### src/rtl/cga_wrf_wr_ctrl.sv
// Write-port controller for the 16-entry working register file: request FIFO,
// one-write-per-cycle drain onto RB_15_0/WR_15_0, and pending-write forwarding.
module cga_wrf_wr_ctrl #(
  parameter int DEPTH = 2
) (
  input  logic        ALUCLK,
  input  logic        RESET,
  input  logic        WREQ,
  input  logic [3:0]  WADDR,
  input  logic [15:0] WDATA,
  output logic        READY,
  input  logic        HOLD,
  output logic [15:0] RB_15_0,
  output logic [15:0] WR_15_0,
  input  logic [3:0]  RADDR,
  output logic        BYP_HIT,
  output logic [15:0] BYP_DATA,
  output logic        PEND
);

  localparam int PTR_W = $clog2(DEPTH);
  localparam int CNT_W = $clog2(DEPTH + 1);

  logic [3:0]       mem_addr [DEPTH];
  logic [15:0]      mem_data [DEPTH];
  logic [PTR_W-1:0] wr_ptr;
  logic [PTR_W-1:0] rd_ptr;
  logic [CNT_W-1:0] count;
  logic             push;
  logic             pop;

  // A full FIFO refuses requests even when it drains on the same edge.
  assign READY = (count != CNT_W'(DEPTH));
  assign push  = WREQ & READY;
  assign pop   = (count != '0) & ~HOLD;
  assign PEND  = (count != '0) | (WR_15_0 != '0);

  always_ff @(posedge ALUCLK) begin
    if (push) begin
      mem_addr[wr_ptr] <= WADDR;
      mem_data[wr_ptr] <= WDATA;
    end
  end

  always_ff @(posedge ALUCLK or posedge RESET) begin
    if (RESET) begin
      wr_ptr  <= '0;
      rd_ptr  <= '0;
      count   <= '0;
      WR_15_0 <= '0;
      RB_15_0 <= '0;
    end else begin
      if (push)
        wr_ptr <= wr_ptr + PTR_W'(1);
      if (pop) begin
        rd_ptr  <= rd_ptr + PTR_W'(1);
        WR_15_0 <= 16'(1) << mem_addr[rd_ptr];
        RB_15_0 <= mem_data[rd_ptr];
      end else begin
        WR_15_0 <= '0;
      end
      case ({push, pop})
        2'b10:   count <= count + CNT_W'(1);
        2'b01:   count <= count - CNT_W'(1);
        default: count <= count;
      endcase
    end
  end

  // Scan oldest to newest so the youngest matching entry is the one left standing;
  // the output stage is older than anything still in the FIFO.
  always_comb begin
    logic [PTR_W-1:0] idx;
    BYP_HIT  = 1'b0;
    BYP_DATA = '0;
    idx      = rd_ptr;
    if (WR_15_0[RADDR]) begin
      BYP_HIT  = 1'b1;
      BYP_DATA = RB_15_0;
    end
    for (int i = 0; i < DEPTH; i++) begin
      idx = rd_ptr + PTR_W'(i);
      if ((CNT_W'(i) < count) && (mem_addr[idx] == RADDR)) begin
        BYP_HIT  = 1'b1;
        BYP_DATA = mem_data[idx];
      end
    end
  end

endmodule

### config.mk
export PLATFORM = sky130hd
export DESIGN_NAME = cga_wrf_wr_ctrl
export DESIGN_NICKNAME = d
export VERILOG_FILES = /design/src/rtl/cga_wrf_wr_ctrl.sv
export SDC_FILE = /design/constraint.sdc
export NUM_CORES = 1
export LEC_CHECK = 0
export ABC_CLOCK_PERIOD_IN_PS = 3100
export CAP_MARGIN = 30
export CORE_MARGIN = 2
export CORE_UTILIZATION = 30
export CTS_BUF_LIST = sky130_fd_sc_hd__clkbuf_4
export DETAILED_ROUTE_END_ITERATION = 7
export PLACE_DENSITY = 0.47
export SLEW_MARGIN = 30
export SYNTH_ARGS = -nofsm -noshare
export SYNTH_HDL_FRONTEND = slang
export SYNTH_SLANG_ARGS = --single-unit
### constraint.sdc
create_clock -name ALUCLK -period 3.1 [get_ports ALUCLK]
set_input_delay 0.62 -clock ALUCLK [delete_from_list [all_inputs] [get_ports ALUCLK]]
set_output_delay 0.62 -clock ALUCLK [all_outputs]
set_load 0.005 [all_outputs]
==> results.py <==
metrics = {
    "route": {
        "postRouteAntennaNets": 0,
        "routed-wl-met2_microns": 5220,
        "wirelength_met1_microns": 4500,
        "vias_per_cell": 4.86,
        "wl_microns": 10200,
        "via_count": 2894,
        "drt_iter0_drc": 102,
        "met3_length_microns": 401,
        "routedWlPerCell_microns": 17.2,
        "drc_errors": 0,
        "topRoutingLayerUsed": "met4",
        "first_pass_iters": 6,
    },
    "finish": {
        "nNetsFinal": 450,
        "drive_gt1_share_pct": 28.8,
        "finalInstanceArea_sq_um": 5400,
        "final_util_pct": 42.8,
        "areaGrowthSynthToFinish_pct": 38.7,
    },
    "die": {
        "row_count": 41,
        "fp.dieW_microns": 118,
        "fp.dieH_microns": 118,
        "start_util_pct": 30.8,
        "die_area_sq_um": 13900,
        "core_area_sq_um": 12600,
        "io_pins": 79,
    },
    "synthesis": {
        "ys_ff_latch": 76,
        "ys_warn_count": 0,
        "ys_async_sr_fraction_pct": 47.4,
        "syn-num-nets": 345,
        "synthFlopType": "edfxtp_1",
        "ys_seq_area_share_pct": 54.0,
        "synth_cell_types": 40,
        "syn_area_sq_um": 3890,
        "yosys.area.top_type_share_pct": 30.9,
        "ys_top_cells_by_count": "edfxtp_1 (40), mux2i_1 (40), dfrtp_1 (36)",
        "syn_inst": 313,
        "synth-edff-count": 40,
        "synth.area.top_cells": "edfxtp_1 (31%), dfrtp_1 (23%), mux2i_1 (10%)",
        "synth_area_leader_cell": "edfxtp_1",
        "synth_area_per_cell_sq_um": 12.4,
    },
    "cts": {
        "root_buffer": "clkbuf_4",
        "path_clk_slew_ns": 0.12,
        "numCtsBuffers": 9,
        "holdBufCountCts": 0,
        "insertion_delay_ns": 0.41,
        "cts_max_level": 3,
        "tritoncts": "built",
        "clkSinkCount": 76,
        "cts_buffer_depth": 2,
    },
    "critical_path": {
        "r2r_start": "count[0]",
        "critPathMaxFanout": 6,
        "r2r_cells": 6,
        "path_class": "reg2out",
        "arrival_ns": 2.47,
        "start_kind": "flip-flop",
        "cp_data_required_time_ns": 2.48,
        "crit_path_end_kind": "output port",
        "reg2reg_to": "count[0]",
        "r2r_slack_ns": 0.94,
    },
    "sta": {
        "period_share_pct": 99.7,
        "worst_clock_skew_ns": 0.00777,
        "setup_viol": 0,
        "rsz0062_at_grt": "yes",
        "worst_slew_pin_slew_ns": 0.558,
        "slew_viol_final": 0,
        "relSlewSlack_pct": 62.8,
        "fmax_mhz": 324,
        "period_needed_ns": 3.09,
        "hold_viol_final": 0,
        "setup_tns_ns": 0,
    },
    "global_route": {
        "grt_max_degree": 37,
        "gr-total-overflow": 0,
        "antenna_found_initial": 1,
        "grt_pass1_vias": 2952,
        "track_usage_pct": 15.3,
        "grt_pass1_wl_microns": 16400,
    },
    "run": {
        "cap_violations": 0,
    },
    "place": {
        "globalplace.congestion": 0.753,
        "io_buffers": 78,
        "place_area_sq_um": 5060,
        "place_hpwl_microns": 7170,
    },
    "power": {
        "p_total_uw": 4490,
        "leakage_uw": 0.00211,
        "p_per_area_nw_per_um2": 831,
        "ir_worst_vdd_mv": 0.263,
    },
    "worst_hold_path": {
        "hp-start": "wr_ptr",
        "holdPathEnd": "wr_ptr",
        "min_path_cells": 1,
        "hold_path.class": "reg2reg",
    },
    "run_status": {
        "status": "finished, final reports clean",
    },
}
per-layer routing:
metal | track usage [%] | vias to the layer above
met4 | 4.74 | 0
met5 | 0 | -
met1 | 19.7 | 1449
met2 | 26.4 | 78
li1 | - | 1356
met3 | 2.57 | 11
worst max-delay path: stages, from the launching register on:
cell and delay [ns]:
dfrtp_2 0.45, buf_6 0.14, mux2i_2 0.18, xor2_1 0.20, nand4_1 0.20, nor3_4 0.21, buf_6 0.15, buf_12 0.13
mux2i_2 0.23, buf_2 0.15
state kept, by name, indices dropped and copies added, names as in the netlist:
signal	cells
count	2
mem_addr	8
RB_15_0	16
WR_15_0	16
rd_ptr	1
wr_ptr	1
mem_data	32
layout by cell type, fill, tap and decap left out, drive strengths merged, types with 3 or more instances in the layout:
cell            n
nor3            3
mux2i          44
o21ai          17
ha              4
clkbuf         12
nand2b          3
xor2            7
clkdlybuf4s50  57
a22oi          14
a41oi          16
nand2          22
nand4           3
inv            21
nor2b           3
mux2           17
xnor2           4
nor2           22
buf            52
dlygate4sd2     3
edfxtp         40
clkinv          5
dfrtp          36
worst max path at each step:
stage | from | endpoint | slack [ns] | cells past startpoint
6_report | rd_ptr | BYP_DATA[13] | 0.01 | 9
3_5_place_dp | RADDR[1] | BYP_DATA[10] | -0.53 | 8
2_1_floorplan | RADDR[1] | BYP_DATA[10] | 0.46 | 7
5_1_grt | rd_ptr | BYP_DATA[13] | -0.11 | 9
3_3_place_gp | RADDR[1] | BYP_DATA[13] | -0.52 | 8
4_1_cts | rd_ptr | BYP_HIT | -0.08 | 7
report_power, final:
group	total, uW	leakage (uW)	internal (uW)	switching, uW
combinational	2440	0.00121	1230	1210
clock	502	0.0000585	171	331
sequential	1550	0.000837	1360	186
per-stage QoR:
step                hold slack [ns]  cells  worst slack, ns
floorplan                     0.461    313            0.460
global placement              0.494    570           -0.517
detailed placement            0.501    570           -0.534
CTS                           0.522    594          -0.0807
global route                  0.562    596           -0.106
finish                        0.524    596           0.0105
cell type report:
cell class / count / area, sq um
inverter: 21 / 78.8
timing repair buffer: 114 / 1100
sequential: 76 / 2100
fill: 1254 / 7220
multi-input combinational: 196 / 1800
tap: 172 / 215
clock buffer: 11 / 82.6
antenna: 1 / 2.50
clock inverter: 5 / 18.8
what timing repair did:
action                     4_1_cts  5_1_grt
gates cloned                     1        0
gates resized for setup         78       38
setup endpoints to repair       17       17
pin swaps                        3       10
buffers inserted                 7        2
cells by family (layout without fill, tap and decap cells):
kind of cell / count (synthesis) / count (layout) / share of synthesized area (%)
xor gates and xnor gates: 11 / 11 / 3.05
DFF: 76 / 76 / 54.0
and+or+nand+nor: 66 / 66 / 8.10
AOI/OAI and AO/OA: 52 / 52 / 9.74
muxes: 63 / 63 / 18.6
other: 0 / 1 / 0
adders and majority gates: 4 / 4 / 1.29
buffers and inverters: 41 / 151 / 5.24
No activity file was read; power rests on OpenSTA's default activity.
